==> src/rtl/select32_seq.sv <==
// rtl/select32_seq.sv - sequential 32-bit select: position of the K-th set bit plus popcount
//
// Builds a pair-sum count tree over the latched word in one cycle, then walks
// it from the 16-bit halves down to single bits, one level per cycle.
//
// Optional build macro: SELECT32_MSB_FIRST_EN (rank counted from bit 31 down).
//
// Ports:
//   CLK        rising-edge clock
//   RST_N      asynchronous active-low reset
//   IN_VALID   request valid            IN_READY   ready for a request (IDLE)
//   I          32-bit word to search    K          rank of the wanted set bit
//   OUT_VALID  result valid             OUT_READY  consumer takes the result
//   POS        bit index of the K-th set bit (0 when FOUND=0)
//   FOUND      K < popcount(I)          CNT        popcount(I), 0..32

module select32_seq (
  input  logic        CLK,
  input  logic        RST_N,
  input  logic        IN_VALID,
  output logic        IN_READY,
  input  logic [31:0] I,
  input  logic [4:0]  K,
  output logic        OUT_VALID,
  input  logic        OUT_READY,
  output logic [4:0]  POS,
  output logic        FOUND,
  output logic [5:0]  CNT
);

  typedef enum logic [1:0] {
    S_IDLE = 2'd0,
    S_SUM  = 2'd1,
    S_DESC = 2'd2,
    S_DONE = 2'd3
  } state_t;

  state_t      r_state;
  state_t      w_next;

  logic [31:0] r_word;
  logic [4:0]  r_rank;
  logic [4:0]  r_r;
  logic [4:0]  r_p;
  logic [2:0]  r_lvl;

  logic [1:0]  r_c1 [16];
  logic [2:0]  r_c2 [8];
  logic [3:0]  r_c3 [4];
  logic [4:0]  r_c4 [2];

  logic [1:0]  w_c1 [16];
  logic [2:0]  w_c2 [8];
  logic [3:0]  w_c3 [4];
  logic [4:0]  w_c4 [2];
  logic [5:0]  w_total;
  logic        w_miss;

  logic [4:0]  w_idx;
  logic [4:0]  w_cnt;
  logic [4:0]  w_step;
  logic        w_take;
  logic [4:0]  w_r_next;
  logic [4:0]  w_p_next;

  assign IN_READY = (r_state == S_IDLE);

  // Count tree over the latched word; registered on the SUM cycle.
  always_comb begin
    for (int i = 0; i < 16; i++) begin
      w_c1[i] = {1'b0, r_word[2*i]} + {1'b0, r_word[2*i+1]};
    end
    for (int i = 0; i < 8; i++) begin
      w_c2[i] = {1'b0, w_c1[2*i]} + {1'b0, w_c1[2*i+1]};
    end
    for (int i = 0; i < 4; i++) begin
      w_c3[i] = {1'b0, w_c2[2*i]} + {1'b0, w_c2[2*i+1]};
    end
    for (int i = 0; i < 2; i++) begin
      w_c4[i] = {1'b0, w_c3[2*i]} + {1'b0, w_c3[2*i+1]};
    end
    w_total = {1'b0, w_c4[0]} + {1'b0, w_c4[1]};
  end

  assign w_miss = ({1'b0, r_rank} >= w_total);

  // Child-count lookup for the current level. The block under inspection is
  // aligned to 2^(L+1), so its low child sits at index p>>L and the high child
  // at the next (odd) index.
  always_comb begin
    w_idx = 5'd0;
    w_cnt = 5'd0;
`ifdef SELECT32_MSB_FIRST_EN
    w_idx = (r_p >> r_lvl) | 5'd1;
`else
    w_idx = r_p >> r_lvl;
`endif
    case (r_lvl)
      3'd4:    w_cnt = r_c4[w_idx[0]];
      3'd3:    w_cnt = {1'b0, r_c3[w_idx[1:0]]};
      3'd2:    w_cnt = {2'b0, r_c2[w_idx[2:0]]};
      3'd1:    w_cnt = {3'b0, r_c1[w_idx[3:0]]};
      default: w_cnt = {4'b0, r_word[w_idx]};
    endcase
  end

  // w_take: the wanted bit lies beyond the inspected child, so its count is
  // consumed from the remaining rank. Subtraction only happens when r >= cnt.
  always_comb begin
    w_step   = 5'd1 << r_lvl;
    w_take   = (r_r >= w_cnt);
    w_r_next = r_r;
    w_p_next = r_p;
    if (w_take) begin
      w_r_next = r_r - w_cnt;
    end
`ifdef SELECT32_MSB_FIRST_EN
    if (!w_take) begin
      w_p_next = r_p + w_step;
    end
`else
    if (w_take) begin
      w_p_next = r_p + w_step;
    end
`endif
  end

  always_ff @(posedge CLK or negedge RST_N) begin
    if (!RST_N) begin
      r_state <= S_IDLE;
    end else begin
      r_state <= w_next;
    end
  end

  always_comb begin
    w_next = r_state;
    case (r_state)
      S_IDLE: if (IN_VALID) w_next = S_SUM;
      S_SUM:  w_next = w_miss ? S_DONE : S_DESC;
      S_DESC: if (r_lvl == 3'd0) w_next = S_DONE;
      S_DONE: if (OUT_READY) w_next = S_IDLE;
      default: w_next = S_IDLE;
    endcase
  end

  always_ff @(posedge CLK or negedge RST_N) begin
    if (!RST_N) begin
      r_word    <= 32'd0;
      r_rank    <= 5'd0;
      r_r       <= 5'd0;
      r_p       <= 5'd0;
      r_lvl     <= 3'd0;
      OUT_VALID <= 1'b0;
      POS       <= 5'd0;
      FOUND     <= 1'b0;
      CNT       <= 6'd0;
      for (int i = 0; i < 16; i++) r_c1[i] <= 2'd0;
      for (int i = 0; i < 8; i++)  r_c2[i] <= 3'd0;
      for (int i = 0; i < 4; i++)  r_c3[i] <= 4'd0;
      for (int i = 0; i < 2; i++)  r_c4[i] <= 5'd0;
    end else begin
      case (r_state)
        S_IDLE: begin
          if (IN_VALID) begin
            r_word <= I;
            r_rank <= K;
          end
        end
        S_SUM: begin
          for (int i = 0; i < 16; i++) r_c1[i] <= w_c1[i];
          for (int i = 0; i < 8; i++)  r_c2[i] <= w_c2[i];
          for (int i = 0; i < 4; i++)  r_c3[i] <= w_c3[i];
          for (int i = 0; i < 2; i++)  r_c4[i] <= w_c4[i];
          CNT <= w_total;
          r_r <= r_rank;
          r_p <= 5'd0;
          if (w_miss) begin
            FOUND     <= 1'b0;
            POS       <= 5'd0;
            OUT_VALID <= 1'b1;
          end else begin
            FOUND <= 1'b1;
            r_lvl <= 3'd4;
          end
        end
        S_DESC: begin
          r_r   <= w_r_next;
          r_p   <= w_p_next;
          r_lvl <= r_lvl - 3'd1;
          if (r_lvl == 3'd0) begin
            POS       <= w_p_next;
            OUT_VALID <= 1'b1;
          end
        end
        S_DONE: begin
          if (OUT_READY) begin
            OUT_VALID <= 1'b0;
          end
        end
        default: ;
      endcase
    end
  end

endmodule
==> config.mk <==
export PLATFORM = sky130hd
export DESIGN_NAME = select32_seq
export DESIGN_NICKNAME = d
export VERILOG_FILES = /design/src/rtl/select32_seq.sv
export SDC_FILE = /design/constraint.sdc
export NUM_CORES = 1
export LEC_CHECK = 0
export ABC_AREA = 1
export BUFFER_PORTS_ARGS = -buffer_cell sky130_fd_sc_hd__buf_4
export CORE_MARGIN = 5
export CORE_UTILIZATION = 55
export CTS_CLUSTER_SIZE = 40
export DETAILED_ROUTE_END_ITERATION = 6
export PLACE_DENSITY_LB_ADDON = 0.25
export REMOVE_ABC_BUFFERS = 1
export SYNTH_ARGS = -nofsm -noshare
export SYNTH_HDL_FRONTEND = slang
export SYNTH_SLANG_ARGS = --single-unit
==> constraint.sdc <==
create_clock -name CLK -period 13.45 [get_ports CLK]
set_clock_uncertainty 0.05 [all_clocks]
set_input_delay 2.69 -clock CLK [delete_from_list [all_inputs] [get_ports CLK]]
set_output_delay 2.69 -clock CLK [all_outputs]
set_load 0.005 [all_outputs]
==> metrics.txt <==
Vias per Instance between 5 and 6; PortBufs between 50 and 60; most instantiated cells after synthesis nand2_1 (281), dfrtp_1 (147), inv_1 (123); largest cells by area after synthesis dfrtp_1 (41%), nand2_1 (12%), ha_1 (10%); Synth Flop Type dfrtp_1; Worst-Skew Late Latency 0.42 ns; nets@finish between 1000 and 1500; Cells after Synth approximately 1100; clock buffer depth 2; Synth Cell Area 0.00889 mm^2; remaining antenna violation count 0; drt first pass iters 5; Via Count 7204; hold slack 0.420 ns; largest area contributor in the netlist dfrtp_1; layout cell share with drive strength beyond 1 13.1%; most frequent cell after synthesis nand2_1; final setup vio count 0; Die Wd 137 um; pin count of the biggest net entering global routing approximately 100; post-cts resize count 0; ant diodes 0; first-pass GRT wire length 36500 um; CTS tree yes; yosys warns 0; fmax 192 MHz; kind of critical path reg -> reg; Avg WL per Cell roughly 16 um; initial antenna violation count 0; CTS sink cnt 147; worst path arrival time 5.48 ns; Tmin final 5.22 ns; Clock Pin Slew Worst Setup and Hold Paths 0.06 ns; dpl hpwl ~15000 um; grt ovf 0; Ports 55; fill cell total of the finished layout approximately 1400; Starting DRT DRC Count 531; status completed; syn_area_per_cell about 8.4 um^2; Total Wirelength 21600 um; relative slew slack 35.8%; Total GRT Usage 24.7%; post-CTS setup buffers 0; Max-Cap Viols 0; critical path startpoint category flop; Post-synth EDFFs 0; Synth cell types 35; setup TNS 0 ns; area share of the largest cell type after synthesis 41.4%; vias in the first global route 7222; GP Congestion 0.850; RSZ-0062 raised after global routing no; Async SR Flop Fraction between 90% and 100%; area delta synth->final 12.6%; worst-margin pin slew 0.963 ns; sequential area share after synthesis 41.4%; crit path max fanout 13; root buf cell clkbuf_16; Tightest Hold Check Type reg -> reg; Inserted Clock Buffers 17; initial core utilization 55.9%; Die Area approximately 0.019 mm^2; Critical Path End Type flop; synthesized flop and latch total about 150; # rows between 40 and 50; cts hold-fix bufs 0; Placeable Area approximately 0.016 mm^2; H-tree depth 4; Final Max Tran Viols 0; DRC viols 0; crit share post-route 38.8%; CP Data Required Time 13.71 ns; Fin. Hold Viols 0; Die Ht 137 um
==> flip-flops by register name (all words and copies together), names as in the netlist, 2 cells and up <==
register,count
r_c1,32
r_word,32
r_c2,24
r_c3,16
r_c4,10
CNT,6
POS,5
r_p,5
r_r,5
r_rank,5
r_lvl,3
r_state,2
==> cells in the final DEF (no fill, tap or decap), drive strengths merged, types with 5 or more instances in the layout <==
cell type,instances
nand2,283
inv,133
mux2,36
xnor2,8
o21ai,99
nand4,15
ha,72
a21oi,42
o211ai,17
fa,17
buf,59
nand3,85
clkbuf,21
clkinv,5
nor2,30
xor2,6
dfrtp,147
==> per-stage QoR <==
step                      utilization, %  std cells  setup slack [ns]  area (um^2)
after floorplan                        -       1008              8.85         8650
after global placement              59.0       1283              8.31         9370
after detailed placement            59.0       1283              8.27         9370
after CTS                           63.0       1315              8.24        10000
after global routing                63.0       1315              7.88        10000
final                               63.0       1315              8.23        10000
==> critical path, stage by stage, from the launching register on <==
cell,delay [ns]
dfrtp_1,0.41
ha_1,0.34
ha_1,0.22
inv_1,0.07
fa_1,0.50
fa_1,0.44
xnor2_1,0.30
ha_1,0.33
a21oi_1,0.17
nand2_1,0.08
xor2_1,0.28
inv_1,0.10
ha_1,0.33
a21oi_1,0.21
nand2_1,0.08
nand2_1,0.08
nand2_1,0.07
ha_1,0.28
nand2_1,0.05
nand2_1,0.09
nand3_2,0.08
nand2_2,0.24
nand2_1,0.18
nand2_1,0.10
nand2_1,0.05
==> layer usage <==
layer,global-route usage (%),vias up,routed length (um)
met3,5.04,40,1130
met4,7.48,0,459
met2,40.7,216,10500
met1,33.1,3433,9490
met5,0,-,0
li1,-,3515,-
==> cells by family after synthesis <==
kind of cell | share of synthesized area, %
adders and majority gates | 14.0
xor gates and xnor gates | 1.38
DFF | 41.4
buffers and inverters | 8.22
AOI/OAI and AO/OA | 10.7
muxes | 4.56
and+or+nand+nor | 19.8
==> final timing paths <==
kind | startpoint | end | slack [ns] | cells past startpoint
min in group asynchronous | RST_N | CNT[0]$_DFFE_PN0P_ | 2.24 | 1
min reg2reg | r_c2[9]$_DFFE_PN0P_ | r_c2[9]$_DFFE_PN0P_ | 0.42 | 2
max reg2reg | r_word[10]$_DFFE_PN0P_ | POS[3]$_DFFE_PN0P_ | 8.23 | 24
max | r_word[10]$_DFFE_PN0P_ | POS[3]$_DFFE_PN0P_ | 8.23 | 24
max in group asynchronous | RST_N | r_c2[20]$_DFFE_PN0P_ | 9.69 | 2
min | r_c2[9]$_DFFE_PN0P_ | r_c2[9]$_DFFE_PN0P_ | 0.42 | 2
==> cell type report <==
type	count	area [um^2]	share of cell area, %
Clock buffer	21	460	4.60
Multi-Input combinational cell	730	4480	44.8
Inverter	131	492	4.92
Sequential cell	147	3680	36.8
Tap cell	216	270	2.70
Clock inverter	11	174	1.74
Timing Repair Buffer	59	447	4.47
Power is left out: the tool's default activity adds up to more than one toggle a clock period on the data nets, which glitch-free logic cannot reach.
